File: src/rtl/id_tracker.sv
// id_tracker -- in-order instruction-ID allocator.
//
// Hands out instruction IDs in circular order at issue time and reports the
// oldest in-flight ID so results can retire to the register file in order.
// IDs are freed strictly in the order they were allocated.
//
// Parameters:
//   MAX_INFLIGHT_COUNT  number of IDs (power of two, >= 2)
//   ID_W                ID width, $clog2(MAX_INFLIGHT_COUNT)
//
// Ports:
//   clk           rising-edge clock
//   rst           synchronous active-high reset, discards all in-flight IDs
//   issued        an instruction takes next_id this cycle
//   retired       the instruction holding oldest_id retires this cycle
//   id_available  at least one ID is free (issue is legal)
//   oldest_id     oldest in-flight ID (head)
//   next_id       ID handed to the next issued instruction (tail)
//   empty         no IDs in flight
//
// Optional build macro:
//   ID_TRACKER_ASSERT_EN  compiles in simulation-only overflow/underflow and
//                         pointer/count consistency checks. Functional
//                         behaviour is identical with or without it.

module id_tracker #(
  parameter int MAX_INFLIGHT_COUNT = 4,
  parameter int ID_W = $clog2(MAX_INFLIGHT_COUNT)
) (
  input  logic            clk,
  input  logic            rst,
  input  logic            issued,
  input  logic            retired,
  output logic            id_available,
  output logic [ID_W-1:0] oldest_id,
  output logic [ID_W-1:0] next_id,
  output logic            empty
);

  localparam logic [ID_W:0] MAX_COUNT = (ID_W + 1)'(MAX_INFLIGHT_COUNT);

  logic [ID_W-1:0] next_id_reg, next_id_next;
  logic [ID_W-1:0] oldest_id_reg, oldest_id_next;
  logic [ID_W:0]   count_reg, count_next;
  logic            issue_eff;
  logic            retire_eff;

  // Status flags come only from registered state, so there is no
  // combinational path from issued/retired to any output.
  assign id_available = (count_reg != MAX_COUNT);
  assign empty        = (count_reg == '0);
  assign next_id      = next_id_reg;
  assign oldest_id    = oldest_id_reg;

  always_comb begin
    // An issue while full is dropped.
    issue_eff  = issued & id_available;
    // A retire while empty is dropped unless it pairs with an issue in the
    // same cycle: a single-cycle unit may complete the ID it was just given.
    retire_eff = retired & (~empty | issued);

    // Pointers are exactly ID_W bits wide and the ID count is a power of
    // two, so natural overflow implements the modulo wrap.
    next_id_next   = next_id_reg + ID_W'(issue_eff);
    oldest_id_next = oldest_id_reg + ID_W'(retire_eff);
    count_next     = count_reg + (ID_W + 1)'(issue_eff) - (ID_W + 1)'(retire_eff);
  end

  always_ff @(posedge clk) begin
    if (rst) begin
      next_id_reg   <= '0;
      oldest_id_reg <= '0;
      count_reg     <= '0;
    end else begin
      next_id_reg   <= next_id_next;
      oldest_id_reg <= oldest_id_next;
      count_reg     <= count_next;
    end
  end

`ifdef ID_TRACKER_ASSERT_EN
  // Simulation-only sanity checks on the caller's protocol and on the
  // internal pointer/count relationship.
  always_ff @(posedge clk) begin
    if (!rst) begin
      assert (!(issued && !id_available))
        else $error("id_tracker: issue while no ID is available (overflow)");
      assert (!(retired && empty && !issued))
        else $error("id_tracker: retire while nothing is in flight (underflow)");
      assert ((next_id_reg - oldest_id_reg) == count_reg[ID_W-1:0])
        else $error("id_tracker: pointer distance disagrees with in-flight count");
      assert (count_reg <= MAX_COUNT)
        else $error("id_tracker: in-flight count exceeds MAX_INFLIGHT_COUNT");
    end
  end
`endif

endmodule

File: config.mk
export PLATFORM = sky130hd
export DESIGN_NAME = id_tracker
export DESIGN_NICKNAME = d
export VERILOG_FILES = /design/src/rtl/id_tracker.sv
export SDC_FILE = /design/constraint.sdc
export NUM_CORES = 1
export LEC_CHECK = 0
export BUFFER_PORTS_ARGS = -buffer_cell sky130_fd_sc_hd__buf_2
export CAP_MARGIN = 20
export CORE_AREA = 2 2 39 41
export CTS_CLUSTER_DIAMETER = 30
export DETAILED_ROUTE_END_ITERATION = 16
export DIE_AREA = 0 0 41 43
export PLACE_DENSITY = 0.58
export SLEW_MARGIN = 10
export SYNTH_ARGS = -nofsm -noshare
export SYNTH_HDL_FRONTEND = slang
export SYNTH_SLANG_ARGS = --single-unit
File: constraint.sdc
create_clock -name clk -period 2 [get_ports clk]
set_input_delay 0.1 -clock clk [delete_from_list [all_inputs] [get_ports clk]]
set_output_delay 0.1 -clock clk [all_outputs]
set_load 0.02 [all_outputs]
# Word-level counts from Yosys, hierarchy flattened
# Index checks and enable logic that the tools add are counted.
# W data, S select, Z words.
# word_totals
input_bits,4
word_cells,13
output_inout_bits,6
ff_bits,7
# classes
add_sub_neg,4
n_bitwise,4
n_reduce_logical,1
eq_ne,1
# ops
operator,count
$add A2 B1 Y2,2
$add A3 B1 Y3,1
$logic_not A3 Y1,1
$ne A3 B3 Y1 const B,1
$sub A3 B1 Y3,1
$and A1 B1 Y1,2
$not A1 Y1,1
$or A1 B1 Y1,1

# Longest topological paths before layout
# Gate-level depths: netlist (run 1).
# depth
depth_word,5
ltp_mapped,8

# Worst setup path before layout (run 1)
# No wires, ideal clock.
# synth_timing
kind,flip-flop to flip-flop
start,register count_reg[2]
end,register count_reg[2]
slack_ns,-0.021
synth_period_minus_slack_ns,2.021
n_path_buf,0
path_stages_with_launch,9
t_required_ns,1.885
arrival_time_ns,1.906
cell_sequence,dfxtp_1 -> or3b_4 -> nand2_4 -> mux2i_1 -> ha_1 -> fa_1 -> xnor2_1 -> xnor2_1 -> nor2_1
# synth_via
word_cells_on_any_way,8
# synth_rtl
item,line,text
from (decl),44,"logic [ID_W:0] count_reg, count_next;"
from (signal assigned),77,count_reg <= count_next;
$ne A3 B3 Y1,50,assign id_available = (count_reg != MAX_COUNT);
named net id_available,34,"output logic id_available,"
$and A1 B1 Y1,57,issue_eff = issued & id_available;
$add A3 B1 Y3,66,count_next = count_reg + (ID_W + 1)'(issue_eff) - (ID_W + 1)'(retire_eff);
$sub A3 B1 Y3,66,
# The timed path passes the listed nets, and every way through them passes these cells.
# A chain may end at the register's enable or synchronous reset.

# Worst setup path after layout (run 1)
# layout_timing
start,register count_reg[2]
end,register count_reg[2]
# layout_via
elab_chain_cells,5
word_cells_on_any_way,8
# layout_lines
item,line
"parallel branches: the longest is 4 deep, another holds $add A3 B1 Y3",-
$sub A3 B1 Y3 (*),66
# Mark *: on every way between the ends.

==> results.json, run 1 <==
{
  "layout.cells.most_common": "buf_2",
  "synthAdderAreaFrac": 0.130,
  "vias": 297,
  "synth_nets": 41,
  "worstReg2RegStart": "count_reg[2]",
  "gp_congestion": 0.675,
  "synth_top_family_by_area": "simple AND/OR/NAND/NOR gates",
  "worst-setup-path-type": "flop to flop",
  "hpwl_um": 536,
  "cts_buffers": 3,
  "outcome": "completed",
  "place_inst": 64,
  "worstPathArrival_ns": 2.03,
  "fin_tns_setup_ns": 0,
  "r2r_setup_slack_ns": 0.11,
  "grt_max_degree": 8,
  "largest_register_ffs": 3,
  "worstPathRequired_ns": 2.14,
  "cts_root_buffer": "clkbuf_4",
  "yosysWarningCount": 0,
  "crit_chain": "or3b_4 > nand2_4 > mux2i_1 > ha_2 > fa_2 > xnor2_1 > xnor2_1 > nor2_1",
  "path_max_fanout": 3,
  "swShare": 0.360,
  "period_minus_slack_ns": 1.89,
  "finalCritPeriodShare": 0.947,
  "drv_cap": 0,
  "dieArea_sq_um": 1760,
  "drive_gt1_frac": 0.462,
  "finalWorstSetupSlack_ns": 0.105,
  "relSlewSlack": 0.800,
  "synth_mux_area_frac": 0.0289,
  "final-hold-violation-count": 0,
  "final_nets": 60,
  "synthCells": 34,
  "worstSetupStartpointType": "flop",
  "initial_utilization": 0.250,
  "cts_resized": 0,
  "grt_pass1_wl_um": 1120,
  "grt_pass1_vias": 273,
  "synth_compound_area_frac": 0.123,
  "cts_setup_buffers": 0,
  "synthToLayoutAreaGrowth_pct": 39.4,
  "rsz0062_at_grt": "false",
  "min_path_type": "primary input to flop",
  "core_area_sq_um": 1380,
  "peakVddDrop_mv": 0.412,
  "worst_pin_slew_ns": 0.297,
  "fp.dieH_um": 43,
  "r2r-end": "count_reg[2]",
  "synth_edf_count": 0,
  "crit_top_cell": "xnor2_1",
  "synthFlopType": "dfxtp_1",
  "cellPowerDensity_nw_per_um2": 1370,
  "cp_slowest_stage_delay_ns": 0.40,
  "holdPathStages": 2,
  "seq_power_share": 0.316,
  "finalInstanceArea_sq_um": 483,
  "cp_num_buf_inv": 0,
  "stdcell_count": 68,
  "drv_slew": 0,
  "yosysSeqAreaShare": 0.404,
  "drt-pass1-iter-count": 1,
  "grt_use_total": 0.0959,
  "path_clk_slew_ns": 0.05,
  "place_ws_ns": 0.0586,
  "p_sw_w": 0.000237,
  "netlist_area_sq_um": 347,
  "cts_max_level": 1,
  "p_int_w": 0.000423,
  "yosysUniqueCellTypes": 17,
  "drtAntennaViolNets": 0,
  "synth_simple_gate_area_frac": 0.206,
  "dr.first_iter.drc_count": 0,
  "dpl_cell_area_sq_um": 450,
  "fmax_ghz": 0.528,
  "tritoncts": "built",
  "p_leak_nw": 0.219,
  "critPathTopFamily": "simple AND/OR/NAND/NOR gates",
  "syn_avg_cell_area_sq_um": 10.2,
  "final_cell_mix": "buf_2 (9), dfxtp_1 (5), buf_4 (5)",
  "drt_wl_total_um": 663,
  "antenna_found_initial": 0,
  "ios": 10,
  "io_buffers": 9,
  "clock_path_buffers": 2,
  "power_frac_comb": 0.494,
  "whs_endpoint": "count_reg[2]",
  "ys_seq_elements": 7,
  "finalSetupViolations": 0,
  "num_antenna_cells": 0,
  "synth_xor_area_frac": 0.0758,
  "skew_ns": 0.00184,
  "slowest_stage": "or3b_4",
  "viasPerCell": 4.37,
  "drc_errors": 0,
  "hold_buffers": 0,
  "min_from": "rst",
  "die_w_um": 41,
  "clock_power_share": 0.190,
  "clock-sinks": 7,
  "clk-insertion-delay-late_ns": 0.25,
  "ff2ff_path_depth": 8,
  "grt-ovfl-total": 0,
  "synth-async-reset-ratio": 0,
  "end_kind": "flop",
  "wl_per_cell_um": 9.75,
  "row_count": 14
}
==> worst reg2reg max path, cell delays in order (launching register included) <==
cell and delay, ns:
dfxtp_2 0.34, or3b_4 0.40, nand2_4 0.08, mux2i_1 0.07, ha_2 0.19, fa_2 0.33
xnor2_1 0.18, xnor2_1 0.13, nor2_1 0.05
==> power by group through the flow <==
stage | sequential (W) | combinational [W] | clock (W)
detailed placement | 0.000209 | 0.000324 | 0
CTS | 0.000206 | 0.000327 | 0.000133
global route | 0.000216 | 0.000365 | 0.000141
finish | 0.000209 | 0.000326 | 0.000125
global placement | 0.000209 | 0.000320 | 0
floorplan | 0.000238 | 0.000182 | 0
==> how the worst max path moves through the flow <==
stage	cells after the start	startpoint	to
4_1_cts	8	count_reg[1]	count_reg[2]
3_5_place_dp	8	count_reg[1]	count_reg[2]
3_3_place_gp	8	count_reg[1]	count_reg[2]
2_1_floorplan	8	count_reg[1]	count_reg[2]
6_report	8	count_reg[2]	count_reg[2]
5_1_grt	8	count_reg[1]	count_reg[2]
==> per-stage QoR <==
stage,total power (W),hold WS (ns),utilization
6_report,0.000660,0.0990,0.349
5_1_grt,0.000722,0.108,0.349
4_1_cts,0.000666,0.0948,0.344
3_5_place_dp,0.000533,0.363,0.325
3_3_place_gp,0.000529,0.361,0.325
2_1_floorplan,0.000421,0.165,-
==> per-layer routing <==
| metal | up-vias | global-route usage | routed length [um] |
|---|---|---|---|
| li1 | 152 | - | - |
| met1 | 134 | 0.127 | 270 |
| met2 | 9 | 0.119 | 341 |
| met3 | 2 | 0.0157 | 37 |
| met4 | 0 | 0.100 | 14 |
| met5 | - | 0 | 0 |
==> cell usage after synthesis (all sizes together) (2+ instances only) <==
master	n	area (sq um)
nor2b	3	18.8
inv	3	11.3
dfxtp	7	140
xnor2	3	26.3
a21oi	2	10.0
nand2	4	22.5
nor2	2	7.51
ha	2	25.0
==> cell families (layout without fill, tap and decap cells) <==
| kind of cell | Yosys count | count (layout) |
|---|---|---|
| and+or+nand+nor | 12 | 12 |
| DFF | 7 | 7 |
| adders and majority gates | 3 | 3 |
| muxes | 1 | 1 |
| buffers and inverters | 3 | 21 |
| AOI/OAI and AO/OA | 5 | 5 |
| xor gates and xnor gates | 3 | 3 |
==> cell type report <==
| class | count | area [sq um] |
|---|---|---|
| Fill cell | 142 | 901 |
| Multi-Input combinational cell | 24 | 200 |
| Sequential cell | 7 | 143 |
| Timing Repair Buffer | 14 | 82.6 |
| Clock buffer | 4 | 26.3 |
| Tap cell | 16 | 20.0 |
| Inverter | 3 | 11.3 |
No activity file was read; power rests on OpenSTA's default activity.
==> run 2, diff against run 1 <==
--- a/config.mk
+++ b/config.mk
@@ -8,6 +8,7 @@
 export BUFFER_PORTS_ARGS = -buffer_cell sky130_fd_sc_hd__buf_2
 export CAP_MARGIN = 20
 export CORE_AREA = 2 2 39 41
+export CTS_BUF_LIST = sky130_fd_sc_hd__clkbuf_8
 export CTS_CLUSTER_DIAMETER = 30
 export DETAILED_ROUTE_END_ITERATION = 16
 export DIE_AREA = 0 0 41 43
==> run 2 against run 1 <==
Against the previous run:
- global-route usage grew 0.91 points
- maximum frequency about the same
- first-iteration DRC count grew 5
- highest routed layer unchanged
- power grew 10%
- utilization up 1.4 points
- combinational power barely moved
- die area did not move
- sequential cell count stayed put
- clock power increased by 54%
- largest power group unchanged
- sequential share of layout area fell by 1.1 points
==> results.json, run 2 (same netlist as run 1, synthesis figures left out) <==
{
  "outcome": "completed",
  "drt_wl_total_um": 693,
  "drt-pass1-iter-count": 4,
  "fmax_ghz": 0.528,
  "wl_per_cell_um": 10.2,
  "final_cell_mix": "buf_2 (9), dfxtp_1 (5), buf_4 (5)",
  "fin_tns_setup_ns": 0,
  "dieArea_sq_um": 1760,
  "synthToLayoutAreaGrowth_pct": 44.8,
  "viasPerCell": 4.41,
  "io_buffers": 9,
  "nFillCells": 140,
  "period_minus_slack_ns": 1.89,
  "min_path_type": "primary input to flop",
  "hold_buffers": 0,
  "rsz0062_at_grt": "false",
  "dr.first_iter.drc_count": 5,
  "grt-ovfl-total": 0,
  "finalInstanceArea_sq_um": 502,
  "worstPathArrival_ns": 2.01,
  "drive_gt1_frac": 0.462,
  "ff2ff_path_depth": 8,
  "hpwl_um": 536,
  "clock-sinks": 7,
  "clock_path_buffers": 2,
  "grt_max_degree": 8,
  "multi_input_area_sq_um": 200,
  "path_max_fanout": 3,
  "cts_setup_buffers": 0,
  "skew_ns": 0.00137,
  "num_antenna_cells": 0,
  "grt_pass1_vias": 274,
  "cts_buffers": 3,
  "worstSetupStartpointType": "flop",
  "worst_pin_slew_ns": 0.304,
  "drv_cap": 0,
  "cts_resized": 0,
  "antenna_found_initial": 0,
  "drc_errors": 0,
  "row_count": 14,
  "cts_root_buffer": "clkbuf_8",
  "clk-insertion-delay-late_ns": 0.23,
  "core_area_sq_um": 1380,
  "final_nets": 60,
  "finalCritPeriodShare": 0.947,
  "layout.cells.most_common": "buf_2",
  "end_kind": "flop",
  "relSlewSlack": 0.795,
  "largest_register_ffs": 3,
  "ios": 10,
  "grt_use_total": 0.105,
  "vias": 300,
  "peakVddDrop_mv": 0.486,
  "dpl_cell_area_sq_um": 450,
  "worstPathRequired_ns": 2.11,
  "drv_slew": 0,
  "die_w_um": 41,
  "cellPowerDensity_nw_per_um2": 1450,
  "grt_pass1_wl_um": 1150,
  "final-hold-violation-count": 0,
  "initial_utilization": 0.250,
  "seq_area_sq_um": 143,
  "path_clk_slew_ns": 0.04,
  "holdPathStages": 2,
  "fp.dieH_um": 43,
  "finalSetupViolations": 0,
  "drtAntennaViolNets": 0,
  "gp_congestion": 0.675,
  "tritoncts": "built",
  "cts_max_level": 1,
  "p_leak_nw": 0.231,
  "worst-setup-path-type": "flop to flop"
}
-- run 2: cell types whose count changed in the layout (fill, tap and decap cells not counted) --
cell	previous run	this run
inv_1	3	4
clkbuf_8	0	3
clkbuf_1	1	0
clkbuf_4	3	0
-- run 2: final timing paths --
check	startpoint	endpoint	slack [ns]
max reg2reg	count_reg[2]	count_reg[2]	0.11
max	count_reg[2]	count_reg[2]	0.11
min reg2reg	oldest_id[0]	oldest_id[0]	0.47
min	rst	count_reg[2]	0.12
-- run 2: metrics by stage --
stage | utilization | setup slack, ns | hold WS, ns | std cells | power (W)
floorplan | - | 0.00897 | 0.165 | 34 | 0.000421
global route | 0.363 | 0.0403 | 0.137 | 68 | 0.000790
detailed placement | 0.325 | 0.0586 | 0.363 | 64 | 0.000533
CTS | 0.358 | 0.0493 | 0.125 | 68 | 0.000730
finish | 0.363 | 0.106 | 0.123 | 68 | 0.000728
global placement | 0.325 | 0.0551 | 0.361 | 64 | 0.000529
-- run 2: layout make-up --
| type | instances | share of cell area |
|---|---|---|
| inverters | 3 | 0.0224 |
| flip-flops and latches | 7 | 0.284 |
| multi-input cells | 24 | 0.399 |
| repair buffers | 14 | 0.165 |
| well taps | 16 | 0.0399 |
| clock buffers | 3 | 0.0823 |
| clock inverters | 1 | 0.00748 |
-- run 2: critical path, cell delays in order, from the launching register on --
cell,delay [ns]
dfxtp_2,0.34
or3b_4,0.40
nand2_4,0.08
mux2i_1,0.07
ha_2,0.19
fa_2,0.33
xnor2_1,0.19
xnor2_1,0.13
nor2_1,0.05
-- run 2: routing by layer --
layer	vias up	global-route usage	share of wire
met2	9	0.122	0.49
met1	138	0.124	0.40
li1	149	-	-
met3	4	0.0471	0.061
met4	0	0.120	0.048
met5	-	0	0
-- run 2: where the power goes --
part | leakage, nW | switching (W) | internal, W
sequential | 0.0584 | 0.0000268 | 0.000183
clock | 0.0269 | 0.0000600 | 0.000133
combinational | 0.146 | 0.000162 | 0.000164
total | 0.231 | 0.000249 | 0.000479
==> run 3, diff against run 2 <==
--- a/config.mk
+++ b/config.mk
@@ -5,6 +5,7 @@
 export SDC_FILE = /design/constraint.sdc
 export NUM_CORES = 1
 export LEC_CHECK = 0
+export ABC_AREA = 1
 export BUFFER_PORTS_ARGS = -buffer_cell sky130_fd_sc_hd__buf_2
 export CAP_MARGIN = 20
 export CORE_AREA = 2 2 39 41
@@ -12,7 +13,8 @@
 export CTS_CLUSTER_DIAMETER = 30
 export DETAILED_ROUTE_END_ITERATION = 16
 export DIE_AREA = 0 0 41 43
-export PLACE_DENSITY = 0.58
+export PLACE_DENSITY = 0.6
+export REMOVE_ABC_BUFFERS = 1
 export SLEW_MARGIN = 10
 export SYNTH_ARGS = -nofsm -noshare
 export SYNTH_HDL_FRONTEND = slang
==> run 3 against run 2 <==
Against the previous run:
- synthesized area increased by 4.3%
- hold slack got worse by 0.0088 ns
- sequential cell count unchanged
- setup slack improved by 0.15 ns
- maximum frequency increased by 8.8%
- critical path depth increased by 1
- highest routed layer unchanged
==> results.json, run 3 <==
{
  "outcome": "completed",
  "drtAntennaViolNets": 0,
  "yosysWarningCount": 0,
  "clock_power_share": 0.284,
  "gp_congestion": 0.646,
  "layout.cells.most_common": "inv_1",
  "drive_gt1_frac": 0.304,
  "whs_endpoint": "count_reg[1]",
  "clock_path_buffers": 2,
  "syn_avg_cell_area_sq_um": 8.41,
  "min_path_type": "primary input to flop",
  "cts_buffers": 3,
  "synth_edf_count": 0,
  "grt_pass1_vias": 249,
  "seq_power_share": 0.326,
  "utilization": 0.341,
  "post-synth-top-count-cell": "inv_1",
  "finalSetupViolations": 0,
  "hpwl_um": 448,
  "synthToLayoutAreaGrowth_pct": 30.4,
  "ys_seq_elements": 7,
  "rsz0062_at_grt": "false",
  "finalCritPeriodShare": 0.870,
  "drv_slew": 0,
  "holdPathStages": 2,
  "cts_root_buffer": "clkbuf_8",
  "synth_area_leaders": "dfxtp_1 (39%), inv_1 (10%), nand3_2 (8.3%)",
  "synth-async-reset-ratio": 0,
  "viasPerCell": 3.97,
  "dr.first_iter.drc_count": 6,
  "cts_resized": 0,
  "path_clk_slew_ns": 0.04,
  "ios": 10,
  "row_count": 14,
  "p_int_w": 0.000420,
  "power_frac_comb": 0.390,
  "clk-insertion-delay-late_ns": 0.23,
  "vias": 286,
  "skew_ns": 0.00332,
  "wl_per_cell_um": 7.89,
  "die_w_um": 41,
  "cts_setup_buffers": 0,
  "worst-setup-path-type": "flop to flop",
  "cts_max_level": 1,
  "dieArea_sq_um": 1760,
  "grt_max_degree": 7,
  "peakVddDrop_mv": 0.597,
  "worstReg2RegStart": "count_reg[1]",
  "io_buffers": 9,
  "core_area_sq_um": 1380,
  "r2r-end": "count_reg[2]",
  "fin_tns_setup_ns": 0,
  "final-hold-violation-count": 0,
  "period_minus_slack_ns": 1.74,
  "relSlewSlack": 0.868,
  "fp.dieH_um": 43,
  "hold_buffers": 0,
  "drc_errors": 0,
  "largest_register_ffs": 3,
  "worstSetupStartpointType": "flop",
  "drt-pass1-iter-count": 4,
  "worstPathArrival_ns": 1.86,
  "path_max_fanout": 4,
  "final_cell_mix": "inv_1 (11), buf_2 (9), nor2_1 (7), dfxtp_1 (7), nand2_1 (4)",
  "worst_pin_slew_ns": 0.198,
  "synth_top_area_frac": 0.388,
  "drt_wl_total_um": 568,
  "initial_utilization": 0.261,
  "grt_use_total": 0.0939,
  "worstPathRequired_ns": 2.12,
  "grt_pass1_wl_um": 1010,
  "p_leak_nw": 0.244,
  "synthFlopType": "dfxtp_1",
  "fmax_ghz": 0.575,
  "tritoncts": "built",
  "grt-ovfl-total": 0,
  "synthTopCellsByCount": "inv_1 (10), dfxtp_1 (7), nor2_1 (7)",
  "clock-sinks": 7,
  "yosysSeqAreaShare": 0.388,
  "p_total_w": 0.000684,
  "ff2ff_path_depth": 9,
  "num_antenna_cells": 0,
  "p_sw_w": 0.000264,
  "synth_top_area_cell": "dfxtp_1",
  "r2r_setup_slack_ns": 0.26,
  "synthCells": 43,
  "end_kind": "flop",
  "netlist_area_sq_um": 362,
  "swShare": 0.386,
  "antenna_found_initial": 0,
  "min_from": "rst",
  "yosysUniqueCellTypes": 15,
  "cellPowerDensity_nw_per_um2": 1450,
  "final_nets": 64,
  "drv_cap": 0
}
## run 3: worst max-delay path by stage
stage,endpoint,startpoint,slack [ns],depth (start not counted)
2_1_floorplan,count_reg[2],count_reg[1],0.36,9
3_3_place_gp,count_reg[2],count_reg[1],0.26,9
3_5_place_dp,count_reg[2],count_reg[1],0.26,9
4_1_cts,count_reg[2],count_reg[1],0.25,9
5_1_grt,count_reg[2],count_reg[1],0.12,9
6_report,count_reg[2],count_reg[1],0.26,9
## run 3: through the flow
| step | instances | worst slack, ns | cell area (sq um) | hold slack, ns |
|---|---|---|---|---|
| 3_5_place_dp | 68 | 0.258 | 427 | 0.354 |
| 6_report | 72 | 0.260 | 472 | 0.114 |
| 5_1_grt | 72 | 0.115 | 472 | 0.121 |
| 2_1_floorplan | 43 | 0.357 | 362 | 0.171 |
| 3_3_place_gp | 68 | 0.262 | 427 | 0.350 |
| 4_1_cts | 72 | 0.253 | 472 | 0.111 |
## run 3: area by class of cell
cell class,instances,area [sq um]
tap,16,20.0
fill,144,912
clock inverter,1,3.75
clock buffer,3,41.3
multi-input combinational,26,184
timing repair buffer,9,45.0
inverter,10,37.5
sequential,7,140
## run 3: routing by layer
| layer | up-vias | part of all wire | global-route usage |
|---|---|---|---|
| met5 | - | 0 | 0 |
| met4 | 0 | 0.014 | 0.0600 |
| met3 | 2 | 0.088 | 0.0785 |
| met2 | 11 | 0.37 | 0.0875 |
| met1 | 116 | 0.53 | 0.134 |
| li1 | 157 | - | - |
## run 3: logic make-up after synthesis
| group | share of synthesized area |
|---|---|
| DFF | 0.388 |
| xor gates and xnor gates | 0.0727 |
| buffers and inverters | 0.104 |
| AOI/OAI and AO/OA | 0.0519 |
| and+or+nand+nor | 0.260 |
| adders and majority gates | 0.125 |
## run 3: critical path, stage by stage, from the launching register on
cell and delay [ns]:
dfxtp_1 0.41, nor2_4 0.07, a21oi_2 0.16, inv_1 0.08
nand3_2 0.08, o21ai_1 0.07, ha_1 0.19, fa_1 0.37
xor2_1 0.15, nor2_1 0.05
## run 3: power groups by stage
stage / logic, W / clock network (W) / registers (W)
after global placement: 0.000266 / 0 / 0.000225
after detailed placement: 0.000269 / 0 / 0.000225
after CTS: 0.000271 / 0.000201 / 0.000223
final: 0.000267 / 0.000194 / 0.000223
after floorplan: 0.000190 / 0 / 0.000240
after global routing: 0.000306 / 0.000215 / 0.000229
